File: src/rtl/b_resp_fifo_if.sv
// rtl/b_resp_fifo_if.sv - AXI B-channel handshake bundle for b_resp_fifo.
interface b_resp_fifo_if #(
   parameter int ID_WIDTH = 4
);
   logic [ID_WIDTH-1:0] BID;
   logic [1:0]          BRESP;
   logic                BVALID;
   logic                BREADY;

   modport master (output BID, output BRESP, output BVALID, input BREADY);
   modport slave  (input BID, input BRESP, input BVALID, output BREADY);
endinterface

File: src/rtl/b_resp_fifo.sv
// rtl/b_resp_fifo.sv - in-order AXI write-response buffer with count/almost-full flags.
// Optional macro B_RESP_FIFO_BYPASS_EN: same-cycle pass-through when empty.
module b_resp_fifo #(
   parameter int DEPTH    = 4,
   parameter int ID_WIDTH = 4,
   parameter int AF_LEVEL = DEPTH - 1
) (
   input  logic                    ACLK,
   input  logic                    ARESETn,
   b_resp_fifo_if.slave            s,
   b_resp_fifo_if.master           m,
   output logic [$clog2(DEPTH):0]  count,
   output logic                    full,
   output logic                    empty,
   output logic                    almost_full
);
   localparam int PW = $clog2(DEPTH);
   localparam int CW = PW + 1;
   localparam int EW = ID_WIDTH + 2;

   logic [EW-1:0] mem [DEPTH];
   logic [PW-1:0] wr_ptr;
   logic [PW-1:0] rd_ptr;
   logic [EW-1:0] head;
   logic          push;
   logic          pop;
   logic          push_store;
   logic          pop_store;

   assign full        = (count == CW'(DEPTH));
   assign empty       = (count == '0);
   assign almost_full = (count >= CW'(AF_LEVEL));

   assign head     = mem[rd_ptr];
   assign s.BREADY = ~full;
   assign push     = s.BVALID & s.BREADY;
   assign pop      = m.BVALID & m.BREADY;

`ifdef B_RESP_FIFO_BYPASS_EN
   logic bypass;
   // A response arriving at an empty buffer is presented directly; it is
   // only stored if the consumer does not take it this cycle.
   assign bypass     = empty & s.BVALID;
   assign m.BVALID   = ~empty | s.BVALID;
   assign m.BID      = bypass ? s.BID   : head[EW-1:2];
   assign m.BRESP    = bypass ? s.BRESP : head[1:0];
   assign push_store = push & ~(bypass & m.BREADY);
   assign pop_store  = pop & ~empty;
`else
   assign m.BVALID   = ~empty;
   assign m.BID      = head[EW-1:2];
   assign m.BRESP    = head[1:0];
   assign push_store = push;
   assign pop_store  = pop;
`endif

   always_ff @(posedge ACLK) begin
      if (!ARESETn) begin
         wr_ptr <= '0;
         rd_ptr <= '0;
         count  <= '0;
         for (int i = 0; i < DEPTH; i++) begin
            mem[i] <= '0;
         end
      end else begin
         if (push_store) begin
            mem[wr_ptr] <= {s.BID, s.BRESP};
            wr_ptr      <= wr_ptr + 1'b1;
         end
         if (pop_store) begin
            rd_ptr <= rd_ptr + 1'b1;
         end
         case ({push_store, pop_store})
            2'b10:   count <= count + 1'b1;
            2'b01:   count <= count - 1'b1;
            default: count <= count;
         endcase
      end
   end
endmodule

File: src/flat_wrapper.sv
// flat-port wrapper written by rule: the top's interface ports become plain ports
module b_resp_fifo_flat 
#(
   parameter int DEPTH    = 4,
   parameter int ID_WIDTH = 4,
   parameter int AF_LEVEL = DEPTH - 1
)
  (ACLK, ARESETn, count, full, empty, almost_full, s_BID, s_BRESP, s_BVALID, s_BREADY, m_BID, m_BRESP, m_BVALID, m_BREADY);
  b_resp_fifo_if #(.ID_WIDTH(ID_WIDTH)) s_i ();
  b_resp_fifo_if #(.ID_WIDTH(ID_WIDTH)) m_i ();
  input  logic ACLK;
  input  logic ARESETn;
  output logic [$clog2(DEPTH):0] count;
  output logic full;
  output logic empty;
  output logic almost_full;
  input wire logic [$bits(s_i.BID)-1:0] s_BID;
  input wire logic [$bits(s_i.BRESP)-1:0] s_BRESP;
  input wire logic [$bits(s_i.BVALID)-1:0] s_BVALID;
  output wire logic [$bits(s_i.BREADY)-1:0] s_BREADY;
  output wire logic [$bits(m_i.BID)-1:0] m_BID;
  output wire logic [$bits(m_i.BRESP)-1:0] m_BRESP;
  output wire logic [$bits(m_i.BVALID)-1:0] m_BVALID;
  input wire logic [$bits(m_i.BREADY)-1:0] m_BREADY;
  assign s_i.BID = s_BID;
  assign s_i.BRESP = s_BRESP;
  assign s_i.BVALID = s_BVALID;
  assign s_BREADY = s_i.BREADY;
  assign m_BID = m_i.BID;
  assign m_BRESP = m_i.BRESP;
  assign m_BVALID = m_i.BVALID;
  assign m_i.BREADY = m_BREADY;
  b_resp_fifo #(.DEPTH(DEPTH), .ID_WIDTH(ID_WIDTH), .AF_LEVEL(AF_LEVEL)) u_core (.ACLK(ACLK), .ARESETn(ARESETn), .s(s_i), .m(m_i), .count(count), .full(full), .empty(empty), .almost_full(almost_full));
endmodule
File: config.mk
export PLATFORM = sky130hd
export DESIGN_NAME = b_resp_fifo_flat
export DESIGN_NICKNAME = d
export VERILOG_FILES = /design/src/rtl/b_resp_fifo_if.sv /design/src/rtl/b_resp_fifo.sv /design/src/flat_wrapper.sv
export SDC_FILE = /design/constraint.sdc
export NUM_CORES = 1
export LEC_CHECK = 0
export BUFFER_PORTS_ARGS = -buffer_cell sky130_fd_sc_hd__buf_2
export CORE_ASPECT_RATIO = 1.5
export CORE_MARGIN = 10
export CORE_UTILIZATION = 45
export DETAILED_ROUTE_END_ITERATION = 10
export GPL_TIMING_DRIVEN = 0
export HOLD_SLACK_MARGIN = 0.03
export PLACE_DENSITY = 0.64
export SLEW_MARGIN = 20
export SYNTH_ARGS = -nofsm -noshare
export SYNTH_HDL_FRONTEND = slang
export SYNTH_SLANG_ARGS = --single-unit
File: constraint.sdc
create_clock -name ACLK -period 3.6 [get_ports ACLK]
set_input_delay 0.36 -clock ACLK [delete_from_list [all_inputs] [get_ports ACLK]]
set_output_delay 0.36 -clock ACLK [all_outputs]
set_load 0.1 [all_outputs]
==> flow_metrics.env <==
export IMPL_status="finished, final reports clean"
export IMPL_fin_area_um2=1790
export IMPL_routedWlPerCell_um=16.8
export IMPL_cts_resized=0
export IMPL_holdPathStages=2
export IMPL_pin_count=24
export IMPL_netlist_instances=112
export IMPL_rr_worst_depth=9
export IMPL_multi_input_area_um2=596
export IMPL_slew_headroom_pct=30.8
export IMPL_fin_crit_sh_pct=65.8
export IMPL_final_max_slew_viol_count=0
export IMPL_synth_top_cell_by_area="edfxtp_1"
export IMPL_cts_tree="built"
export IMPL_hold_class="in -> reg"
export IMPL_cp_start_kind="flop"
export IMPL_hold_viol_final=0
export IMPL_clock_fmax_ghz=0.422
export IMPL_die_w_um=67.7
export IMPL_crit_chain="or3b_1 -> buf_2 -> nand2_1 -> ha_1 -> inv_1 -> fa_1 -> xor2_1 -> or3_1 -> a21boi_0"
export IMPL_drv_cap=0
export IMPL_hold_worst_slack_ns=0.385
export IMPL_cp_required_ns=3.81
export IMPL_dp_hpwl_um=2300
export IMPL_setup_tns_ns=0
export IMPL_regArea_um2=901
export IMPL_synth_xor_area_share_pct=1.14
export IMPL_dr_total_vias=970
export IMPL_yosysWarnings=0
export IMPL_drtPass1Iterations=4
export IMPL_cts_setup_buffers=0
export IMPL_fin_crit_ns=2.37
export IMPL_synth_mux_area_share_pct=9.45
export IMPL_clkTransAtPathRegs_ns=0.06
export IMPL_synth_seq_cells=33
export IMPL_die_area_um2=6200
export IMPL_slowest_delay_ns=0.38
export IMPL_crit_slowest_cell="or3b_1"
export IMPL_antennaDiodeCount=0
export IMPL_area_growth_synth_to_final_pct=16.3
export IMPL_grt_usage_pct=11.5
export IMPL_synth_compound_area_share_pct=4.89
export IMPL_setup_viol_count_final=0
export IMPL_synth_top_area_share_pct=46.9
export IMPL_cts_sinks=33
export IMPL_hold_buffers=0
export IMPL_placed_area_um2=1710
export IMPL_grt_overflow_total=0
export IMPL_fp_coreArea_um2=3220
export IMPL_route_detailed_drc=0
export IMPL_ant_nets=0
export IMPL_path_buf_inv=2
export IMPL_fp_dieH_um=91.5
export IMPL_final_net_count=154
export IMPL_synthesis_nets=124
export IMPL_root_buffer="clkbuf_8"
export IMPL_grt_max_degree=11
export IMPL_crit_family="simple AND/OR/NAND/NOR gates"
export IMPL_grt_pass1_vias=1118
export IMPL_syn_avg_cell_area_um2=13.7
export IMPL_endpoint_kind="flop"
export IMPL_synth_area_um2=1540
export IMPL_rsz0062_at_grt="false"
export IMPL_worstSetupPathType="reg -> reg"
export IMPL_ys_seq_area_share_pct=58.7
export IMPL_portBuffers=23
export IMPL_place_congestion=0.757
export IMPL_clockBufferDepth=2
export IMPL_final_layout_size_suffix_gt1_share_pct=29.4
export IMPL_clk_insertion_delay_late_ns=0.28
export IMPL_synth_fa_ha_area_share_pct=2.12
export IMPL_fillers=288
export IMPL_cts_max_level=2
export IMPL_finalWirelength_um=3080
export IMPL_antenna_found_initial=0
export IMPL_synth_cell_types=30
export IMPL_start_util_pct=47.7
export IMPL_worst_slew_pin_slew_ns=1.03
export IMPL_worst_path_stages=9
export IMPL_crit_path_max_fanout=6
export IMPL_drtIter0Drc=24
export IMPL_grt_first_pass_wirelength_um=5280
export IMPL_cp_arrival_ns=2.58
export IMPL_via_per_inst=5.30
export IMPL_numCtsBuffers=5
export IMPL_rows=25
export IMPL_synth_top_family_by_area="simple AND/OR/NAND/NOR gates"
export IMPL_synthSimpleGateAreaFrac_pct=20.9
export IMPL_fin_skew_ns=0.00254
export IMPL_yosys_top_cells_area="edfxtp_1 47%, dfxtp_1 12%, mux4_2 8.8%"
==> cells by family after synthesis <==
logic type      count (synthesis)
mux                             7
buf+inv                         9
flops                          33
fa+ha+maj                       2
compound gates                 12
simple gates                   47
xor+xnor                        2
==> registers in the layout, summed over array words and instances, names as in the netlist, named ones only <==
signal and cells:
u_core.mem 24, u_core.count 3, u_core.rd_ptr 2, u_core.wr_ptr 2
==> per-layer routing <==
layer | vias to the layer above | GRT usage, % | part of all wire, %
met4 | 0 | 6.87 | 3.2
li1 | 469 | - | -
met5 | - | 0 | 0
met2 | 28 | 19.4 | 52
met3 | 9 | 4.92 | 6.5
met1 | 464 | 11.1 | 38
==> path summary, 6_finish.rpt <==
kind	slack [ns]	endpoint	start
worst max register to register	1.23	u_core.count[2]	u_core.count[0]
worst min register to register	0.50	flop	u_core.rd_ptr[0]
worst min-delay path	0.39	u_core.mem[3][2]	s_BID[0]
worst max-delay path	1.23	u_core.count[2]	u_core.count[0]
==> synth_stat cells (all sizes together) <==
cell type	n
edfxtp	24
mux4	6
nand2	7
mux2i	1
clkbuf	1
a21o	1
nand2b	3
nor2	1
nand4b	1
and3	7
or3	3
nand4	1
buf	3
dfxtp	9
xnor2	1
nor4b	1
fa	1
and2	21
xor2	1
ha	1
or3b	1
o211ai	1
o31ai	2
o21ai	6
nor4bb	1
inv	5
a21boi	2
==> placed cells by master (no fill, tap or decap), types with 4 or more instances in the layout <==
cell,n
nand2_1,7
and2_1,21
buf_2,25
clkbuf_8,5
inv_1,4
dfxtp_1,9
mux4_2,6
o21ai_0,6
and3_1,6
clkbuf_1,4
edfxtp_1,24
==> final cells by class <==
class                   instances  share of cell area [%]
clock buffers                   8                    4.48
multi-input cells              70                    33.4
flip-flops and latches         33                    50.5
plain buffers                   4                    1.40
repair buffers                 23                    6.45
well taps                      40                    2.80
inverters                       5                    1.05
==> per-stage QoR <==
| step | setup WS (ns) | utilization [%] | instances |
|---|---|---|---|
| floorplan | 0.226 | - | 112 |
| global placement | 1.27 | 52.8 | 175 |
| finish | 1.23 | 55.4 | 183 |
| CTS | 1.21 | 55.4 | 183 |
| global route | 1.02 | 55.4 | 183 |
| detailed placement | 1.22 | 52.9 | 175 |
==> worst reg2reg max path: stages, from the launching register on <==
cell and delay, ns:
dfxtp_1 0.36, or3b_1 0.38, buf_2 0.15, nand2_1 0.14
ha_1 0.21, inv_1 0.06, fa_1 0.38, xor2_1 0.16
or3_1 0.30, a21boi_0 0.16
Power is left out: the tool's default activity adds up to more than one toggle a clock period on the data nets, which glitch-free logic cannot reach.
